File: src/rtl/lampFPU_pkg.sv
// Shared lampFPU definitions: 16-bit float layout, special encodings and the
// sqrt issue-controller state type.
package lampFPU_pkg;

  localparam int LAMP_FLOAT_DW     = 16;
  localparam int LAMP_FLOAT_E_DW   = 8;
  localparam int LAMP_FLOAT_F_DW   = 7;
  localparam int LAMP_FLOAT_E_BIAS = 127;

  localparam logic [15:0] QNAN_16 = 16'h7FC0;
  localparam logic [15:0] PINF_16 = 16'h7F80;
  localparam logic [15:0] NINF_16 = 16'hFF80;

  localparam logic [2:0] FLAG_TIMEOUT = 3'b100;
  localparam logic [2:0] FLAG_DBZ     = 3'b010;
  localparam logic [2:0] FLAG_INVALID = 3'b001;

  typedef enum logic [1:0] {IDLE, ISSUE, WAIT, OUT} sqrt_ctrl_ss_t;

endpackage

File: src/rtl/lamp_sqrt_classify.sv
// Combinational operand classifier for sqrt / 1/sqrt: special-case result and
// flags, biased result exponent and the odd-exponent flag for the core.
module lamp_sqrt_classify
  import lampFPU_pkg::*;
(
  input  logic [15:0] op_i,
  input  logic        inv_i,
  output logic        special_o,
  output logic [15:0] special_res_o,
  output logic [2:0]  special_flags_o,
  output logic [7:0]  res_e_o,
  output logic        exp_odd_o
);

  logic              sign;
  logic [7:0]        e;
  logic [6:0]        f;
  logic [8:0]        sqrt_sum;
  logic signed [9:0] unb_e;
  logic signed [9:0] inv_e;
  logic              unused_bits;

  assign sign = op_i[15];
  assign e    = op_i[14:7];
  assign f    = op_i[6:0];

  // Odd unbiased exponent means an even biased one; the halving below floors.
  assign exp_odd_o   = ~e[0];
  assign sqrt_sum    = {1'b0, e} + 9'd127;
  assign unb_e       = $signed({2'b00, e}) - 10'sd127;
  assign inv_e       = 10'sd127 - (unb_e >>> 1);
  assign res_e_o     = inv_i ? inv_e[7:0] : sqrt_sum[8:1];
  assign unused_bits = ^{sqrt_sum[0], inv_e[9:8]};

  always_comb begin
    special_o       = 1'b1;
    special_res_o   = QNAN_16;
    special_flags_o = FLAG_INVALID;
    if (e == 8'h00) begin
      if (inv_i) begin
        special_res_o   = sign ? NINF_16 : PINF_16;
        special_flags_o = FLAG_DBZ;
      end else begin
        special_res_o   = {sign, 15'h0000};
        special_flags_o = 3'b000;
      end
    end else if ((e == 8'hFF) && (f != 7'd0)) begin
      special_res_o = QNAN_16;
    end else if (sign) begin
      special_res_o = QNAN_16;
    end else if (e == 8'hFF) begin
      special_res_o   = inv_i ? 16'h0000 : PINF_16;
      special_flags_o = 3'b000;
    end else begin
      special_o       = 1'b0;
      special_res_o   = 16'h0000;
      special_flags_o = 3'b000;
    end
  end

endmodule

File: src/rtl/lamp_sqrt_issue_ctrl.sv
// Issue controller for the sqrt significand core: accepts an operand, issues
// the core command, captures the result pulse and repacks it on a valid/ready port.
module lamp_sqrt_issue_ctrl
  import lampFPU_pkg::*;
#(
  parameter int TIMEOUT_CYC = 63
) (
  input  logic        clk,
  input  logic        rst,
  input  logic        req_valid_i,
  output logic        req_ready_o,
  input  logic [15:0] op_i,
  input  logic        inv_i,
  output logic        core_do_o,
  output logic [7:0]  core_s_o,
  output logic        core_exp_odd_o,
  output logic        core_inv_o,
  output logic        core_special_o,
  input  logic        core_valid_i,
  input  logic [7:0]  core_res_i,
  output logic        res_valid_o,
  input  logic        res_ready_i,
  output logic [15:0] res_o,
  output logic [2:0]  flags_o
);

  localparam int               CNT_W    = $clog2(TIMEOUT_CYC + 1);
  localparam logic [CNT_W-1:0] CNT_LAST = CNT_W'(TIMEOUT_CYC - 1);

  function automatic logic [15:0] renorm_pack(input logic [7:0] sig, input logic [7:0] e);
    if (sig[7]) return {1'b0, e, sig[6:0]};
    return {1'b0, e - 8'd1, sig[5:0], 1'b0};
  endfunction

  sqrt_ctrl_ss_t    state_q, state_d;
  logic [CNT_W-1:0] cnt_q, cnt_d;
  logic             done_q, done_d;

  logic             cls_special;
  logic [15:0]      cls_res;
  logic [2:0]       cls_flags;
  logic [7:0]       cls_res_e;
  logic             cls_exp_odd;

  logic             spec_q;
  logic [15:0]      spec_res_q;
  logic [2:0]       spec_flags_q;
  logic [7:0]       res_e_q;
  logic [7:0]       raw_q;

  logic             accept, capture, timeout_hit, load_res;

  lamp_sqrt_classify u_classify (
    .op_i            (op_i),
    .inv_i           (inv_i),
    .special_o       (cls_special),
    .special_res_o   (cls_res),
    .special_flags_o (cls_flags),
    .res_e_o         (cls_res_e),
    .exp_odd_o       (cls_exp_odd)
  );

  assign req_ready_o = (state_q == IDLE);
  assign res_valid_o = (state_q == OUT);
  assign accept      = req_valid_i & req_ready_o;
  // done_q marks a captured result (or a special) awaiting its packing cycle.
  assign capture     = (state_q == WAIT) & ~done_q & core_valid_i;
  assign timeout_hit = (state_q == WAIT) & ~done_q & ~core_valid_i & (cnt_q == CNT_LAST);
  assign load_res    = (state_q == WAIT) & (done_q | timeout_hit);

  always_comb begin
    state_d = state_q;
    cnt_d   = cnt_q;
    done_d  = done_q;
    unique case (state_q)
      IDLE:  if (req_valid_i) state_d = ISSUE;
      ISSUE: begin
        state_d = WAIT;
        cnt_d   = '0;
        done_d  = spec_q;
      end
      WAIT: begin
        if (load_res)     state_d = OUT;
        else if (capture) done_d  = 1'b1;
        else              cnt_d   = cnt_q + CNT_W'(1);
      end
      OUT: if (res_ready_i) begin
        state_d = IDLE;
        done_d  = 1'b0;
      end
      default: state_d = IDLE;
    endcase
  end

  always_ff @(posedge clk) begin
    if (rst) begin
      state_q        <= IDLE;
      cnt_q          <= '0;
      done_q         <= 1'b0;
      core_do_o      <= 1'b0;
      core_special_o <= 1'b0;
      core_s_o       <= 8'h00;
      core_exp_odd_o <= 1'b0;
      core_inv_o     <= 1'b0;
      res_o          <= 16'h0000;
      flags_o        <= 3'b000;
    end else begin
      state_q        <= state_d;
      cnt_q          <= cnt_d;
      done_q         <= done_d;
      core_do_o      <= accept & ~cls_special;
      core_special_o <= accept & cls_special;
      if (accept) begin
        core_s_o       <= {1'b1, op_i[6:0]};
        core_exp_odd_o <= cls_exp_odd;
        core_inv_o     <= inv_i;
      end
      if (load_res) begin
        res_o   <= done_q ? (spec_q ? spec_res_q : renorm_pack(raw_q, res_e_q)) : QNAN_16;
        flags_o <= done_q ? spec_flags_q : FLAG_TIMEOUT;
      end
    end
  end

  always_ff @(posedge clk) begin
    if (accept) begin
      spec_q       <= cls_special;
      spec_res_q   <= cls_res;
      spec_flags_q <= cls_flags;
      res_e_q      <= cls_res_e;
    end
    if (capture) raw_q <= core_res_i;
  end

endmodule
File: config.mk
export PLATFORM = sky130hd
export DESIGN_NAME = lamp_sqrt_issue_ctrl
export DESIGN_NICKNAME = d
export VERILOG_FILES = /design/src/rtl/lampFPU_pkg.sv /design/src/rtl/lamp_sqrt_classify.sv /design/src/rtl/lamp_sqrt_issue_ctrl.sv
export SDC_FILE = /design/constraint.sdc
export NUM_CORES = 1
export LEC_CHECK = 0
export ABC_CLOCK_PERIOD_IN_PS = 2000
export CAP_MARGIN = 20
export CORE_UTILIZATION = 48
export DETAILED_ROUTE_END_ITERATION = 7
export HOLD_SLACK_MARGIN = 0.08
export PLACE_DENSITY_LB_ADDON = 0.2
export SLEW_MARGIN = 0
export SYNTH_ARGS = -nofsm -noshare
export SYNTH_HDL_FRONTEND = slang
export SYNTH_HIERARCHICAL = 1
export SYNTH_SLANG_ARGS = --single-unit
File: constraint.sdc
create_clock -name clk -period 2 [get_ports clk]
set_input_delay 0.4 -clock clk [delete_from_list [all_inputs] [get_ports clk]]
set_output_delay 0.4 -clock clk [all_outputs]
set_load 0.05 [all_outputs]
* After elaboration in Yosys (flattened, before gate mapping)
Index checks and enable logic that the tools add are counted.
W data, S select, Z words.
** Storage, ports and cells
- Bits in registers :: 76
- Logic and storage cells :: 88
- Output and inout port bits :: 33
** Operators by class
- Muxes and demuxes :: 35
- Equal/unequal tests :: 11
- Reductions and logical operators :: 9
- Add/subtract/negate cells :: 5
- Bitwise gates (word level) :: 13
** Operator list (number)
- $mux W16 :: 10
- $mux W15 :: 1
- $mux W6 :: 2
- $pmux W6 S2 :: 1
- $mux W1 :: 11
- $ne A2 B2 Y1 const B :: 5
- $add A8 B7 Y9 const B :: 1
- $mux W3 :: 3
- $sub A8 B7 Y9 const B :: 1
- $and A1 B1 Y1 :: 8
- $eq A8 B8 Y1 const B :: 1
- $logic_not A8 Y1 :: 1
- $mux W2 :: 4
- $mux W8 :: 1
- $pmux W2 S4 :: 1
- $sub A8 B1 Y8 const B :: 1
- $sub A8 B8 Y8 const A :: 1
- $reduce_bool A7 Y1 :: 1
- $add A6 B1 Y6 const B :: 1
- $eq A6 B6 Y1 const B :: 1
- $reduce_and A3 Y1 :: 2
- $eq A2 B2 Y1 const B :: 2
- $not A1 Y1 :: 4
- $reduce_and A4 Y1 :: 1
- other kinds (8) :: 8

* Longest topological paths before layout
- Word-level depth :: 11
- Depth in mapped cells :: 7
- Gate-level depth less buffers :: 7

* By module
Netlist, hierarchy kept.
** Modules (own cells, without submodules)
- lamp_sqrt_issue_ctrl :: area an instance 3075.4 um2, cells an instance 279, sequential area each 1881.8 um2, times used 1
- lamp_sqrt_classify :: area an instance 474.2 um2, cells an instance 75, sequential area each 0.0 um2, times used 1

* Least setup slack after synthesis
OpenSTA, ideal clock, no wires.
- Path type :: reg-to-reg
- Start point :: register state_q[1]
- End point :: register res_e_q[0] (enable)
- Buffers on the path :: 1
- Cell stages (with the launch flop) :: 6
- Path slack :: -0.566 ns
- Arrival :: 2.162 ns
- Setup time :: 0.403 ns
- Cell sequence :: dfxtp_1 inv_1 ha_1 nand2_1 inv_1 clkbuf_1
** Between the ends
- Longest elaborated chain between the ends :: 2
** RTL lines
- start, declared :: RTL line lamp_sqrt_issue_ctrl.sv:35 : sqrt_ctrl_ss_t state_q, state_d;
- start signal, assigned :: RTL line lamp_sqrt_issue_ctrl.sv:108 : state_q <= state_d;
- $logic_not A2 Y1 :: RTL line lamp_sqrt_issue_ctrl.sv:63 : assign req_ready_o = (state_q == IDLE);
- named net req_ready_o :: RTL line lamp_sqrt_issue_ctrl.sv:11 : output logic req_ready_o,
- $and A1 B1 Y1 :: RTL line lamp_sqrt_issue_ctrl.sv:65 : assign accept = req_valid_i & req_ready_o;
- named net accept :: RTL line lamp_sqrt_issue_ctrl.sv:51 : logic accept, capture, timeout_hit, load_res;
- end signal, assigned :: RTL line lamp_sqrt_issue_ctrl.sv:130 : res_e_q <= cls_res_e;
- end, declared :: RTL line lamp_sqrt_issue_ctrl.sv:48 : logic [7:0] res_e_q;
The timed path passes the listed nets, and every way through them passes these cells.
A chain may end at the register's enable or synchronous reset.

* Worst setup path in the final report
- Start point :: input port op_i[7]
- End point :: register spec_res_q[13] (data pin)
** Between the ends
- Longest elaborated chain between the ends :: 5
** RTL lines
- start, declared :: RTL line lamp_sqrt_issue_ctrl.sv:12 : input logic [15:0] op_i,
- $eq A8 B8 Y1 :: RTL line lamp_sqrt_classify.sv:47, lamp_sqrt_classify.sv:51
- $mux W16 :: RTL line lamp_sqrt_classify.sv:51 : end else if (e == 8'hFF) begin
- $mux W16 :: RTL line lamp_sqrt_classify.sv:49 : end else if (sign) begin
- $mux W16 :: RTL line lamp_sqrt_classify.sv:47 : end else if ((e == 8'hFF) && (f != 7'd0)) begin
- $mux W16 * :: RTL line lamp_sqrt_classify.sv:39 : if (e == 8'h00) begin
- end signal, assigned :: RTL line lamp_sqrt_issue_ctrl.sv:128 : spec_res_q <= cls_res;
- end, declared :: RTL line lamp_sqrt_issue_ctrl.sv:46 : logic [15:0] spec_res_q;
Mark *: on every way between the ends. The rest lies on a longest branch, timed or not.

==> results.cfg <==
[run_status]
status = completed

[synthesis]
synth_cells = 354
synth_area_leaders = edfxtp_1 30%, dfxtp_1 23%, nand2_1 4.9%, a21oi_1 3.8%, buf_4 3.2%
netlist_area_sq_um = 3550
synth.distinct_cells = 52
seq_area_frac_synth_pct = 53.01
netlist.area_leader.share_pct = 30.45
synth.largest_area_cell = edfxtp_1
synth.avg_cell_area_sq_um = 10.03
synth_seq_cells = 76
ys_warn_count = 6

[critical_path]
cp_common_cell = buf_4
crit_type = input port to register
crit_family = buffers and inverters
cp.arrival_ns = 2.03
critPathLaunchType = input port
startpoint = op_i[7]
path_buf_inv = 4
critPathMaxFanout = 4
cp_slowest_cell = or4b_4
slowest_delay_ns = 0.48
crit_chain = clkdlybuf4s50_1, inv_1, ha_1, or4b_4, nor2_4, buf_4, a22oi_2, buf_4
r2r-start = state_q[0]$_SDFFE_PP0P_
worstSetupEndpointType = register
crit_required_ns = 2.10

[power]
peakVddDrop_mv = 0.6334
p_switching_w = 0.001630
seqPwrFrac_pct = 43.9
switching_share_pct = 34.30
p_int_w = 0.003123
p_leak_nw = 1.693
combinationalPowerShare_pct = 32.5
clock_power_share_pct = 23.6
p_per_area_nw_per_um2 = 1035

[detailed_routing]
post-route-drc-count = 0
postRouteAntennaNets = 0
wl_per_cell_microns = 13.48
viasPerCell = 5.142
drt-total-wl_microns = 7198
vias = 2746
drt_iter0_drc = 84
drt_first_pass_iters = 4

[clock_tree]
clk_latency_ns = 0.34
tritoncts = built
clkSinkCount = 76
path_clk_slew_ns = 0.07
h-tree-depth = 3
clockBufferDepth = 2
cts_buffers = 9
ctsRootBufferMaster = clkbuf_8

[sta]
worst_slew_pin_slew_ns = 0.5216
period_share_pct = 96.43
setup_viol = 0
hold_violations = 0
slew_headroom_pct = 65.12
rsz0062_at_grt = false
hold_ws_ns = 0.4544
finalMaxSlewViolations = 0
max_freq_mhz = 518.5
layout_min_cycle_time_ns = 1.929
setup_tns_ns = 0
finalClockSkew_ns = 0.007215

[place]
gp_congestion = 0.8397
dp.cells = 516
postPlaceCellArea_sq_um = 4372
dp_hpwl_microns = 5262
port_buffers = 62

[grt]
overflow = 0
grt_pass1_vias = 2584
antenna_found_initial = 0
grt_max_degree = 30
grt_first_pass_wirelength_microns = 11830
track_usage_pct = 20.09

[cells_and_area]
instances_no_fill = 534
final_cell_area_sq_um = 4593
final_common_cell = clkdlybuf4s50_1
mostFrequentLayoutCells = 60 x clkdlybuf4s50_1, 46 x nand2_1, 40 x dfxtp_1
syn_to_final_growth_pct = 29.40
nets = 471
drive_gt1_share_pct = 14.16
diodes = 0

[die]
die_x_microns = 88.00
core_area_sq_um = 6982
start_util_pct = 50.84
die_area_sq_um = 7743
rows = 30
io_pins = 63
die_height_microns = 88.00

[hold_path]
worst_hold_startpoint = core_s_o[0]$_SDFFE_PP0P_
min_path_type = register to register

[job]
cap_violations = 0
[stage by stage]
step	utilization, %	setup slack [ns]	total power [W]
2_1_floorplan	-	0.003641	0.003088
3_3_place_gp	62.62	-0.3683	0.003621
3_5_place_dp	62.62	-0.4819	0.003655
4_1_cts	65.43	0.07178	0.004780
5_1_grt	65.79	0.01678	0.005021
6_report	65.79	0.07145	0.004753
[power groups by stage]
stage / Sequential (W) / Combinational, W / Clock, W
3_3_place_gp: 0.00211 / 0.00151 / 0
4_1_cts: 0.00209 / 0.00154 / 0.00115
2_1_floorplan: 0.00229 / 0.000795 / 0
3_5_place_dp: 0.00212 / 0.00153 / 0
6_report: 0.00209 / 0.00154 / 0.00112
5_1_grt: 0.00212 / 0.00168 / 0.00122
[tightest hold or removal path, stage by stage (launching register included)]
cell     delay (ns)
dfxtp_1        0.31
nand2_1        0.05
a21oi_1        0.05
[synthesized netlist by cell type (all sizes together)]
cell type / instances
nand2: 46
dfxtp: 40
edfxtp: 36
a21oi: 28
nor2: 27
o21ai: 23
buf: 21
inv: 16
clkbuf: 10
mux2i: 10
nand3: 9
a22oi: 8
ha: 8
nor3: 8
xor2: 7
a311oi: 6
o31ai: 5
xnor2: 4
and2: 3
nand2b: 3
nand3b: 3
nand4: 3
nor4: 3
o211ai: 3
or3: 3
or4: 3
a211oi: 2
a21o: 2
a31oi: 2
nor2b: 2
nor4b: 2
o31a: 2
a21boi: 1
and3b: 1
conb: 1
nor3b: 1
o21a: 1
or4b: 1
[final cells by class]
type | count | area (sq um)
Clock buffer | 10 | 127.6
Tap cell | 96 | 120.1
Clock inverter | 6 | 63.81
Fill cell | 584 | 2389
Sequential cell | 76 | 1882
Inverter | 16 | 60.06
Timing Repair Buffer | 93 | 885.9
Multi-Input combinational cell | 237 | 1454
[worst paths after layout]
| path | endpoint | slack [ns] | cells after the start |
|---|---|---|---|
| max | spec_res_q[13]$_DFFE_PP_ | 0.07 | 8 |
| min | core_s_o[0]$_SDFFE_PP0P_ | 0.45 | 2 |
| max reg2reg | cnt_q[5]$_SDFFE_PP0P_ | 0.19 | 6 |
| min reg2reg | core_s_o[0]$_SDFFE_PP0P_ | 0.45 | 2 |
[flip-flops by register name, indices dropped and copies added (netlist names), 2 cells and up]
signal	flops
cnt_q	6
core_s_o	8
flags_o	3
raw_q	8
res_e_q	8
res_o	16
spec_flags_q	3
spec_res_q	16
state_q	2
[cell families (layout without fill, tap and decap cells)]
family / Yosys count / in the layout / share of synthesized area (%)
xor+xnor: 11 / 11 / 2.714
compound gates: 83 / 83 / 14.66
other cells: 1 / 7 / 0.1056
simple gates: 118 / 118 / 16.78
flops: 76 / 76 / 53.01
mux: 10 / 10 / 2.820
buf+inv: 47 / 125 / 7.085
fa+ha+maj: 8 / 8 / 2.820
[routing by layer]
layer	global-route usage [%]	vias to the layer above	routed length (microns)	share of wire, %
met5	0	-	0	0
met4	7.750	0	81	1.1
met3	5.467	8	327	4.5
met2	33.97	60	3602	50
met1	24.42	1282	3187	44
li1	-	1396	-	-
[what timing repair did]
item                                    4_1_cts  5_1_grt
hold endpoints to repair                      0        0
endpoints found under the setup margin        8        9
resized for setup                             1        2
pin swaps                                     0        1
buffers inserted                              0        2
hold buffers                                  0        0
gates cloned                                  0        0
Note: power is estimated with default switching activity, not from simulation.
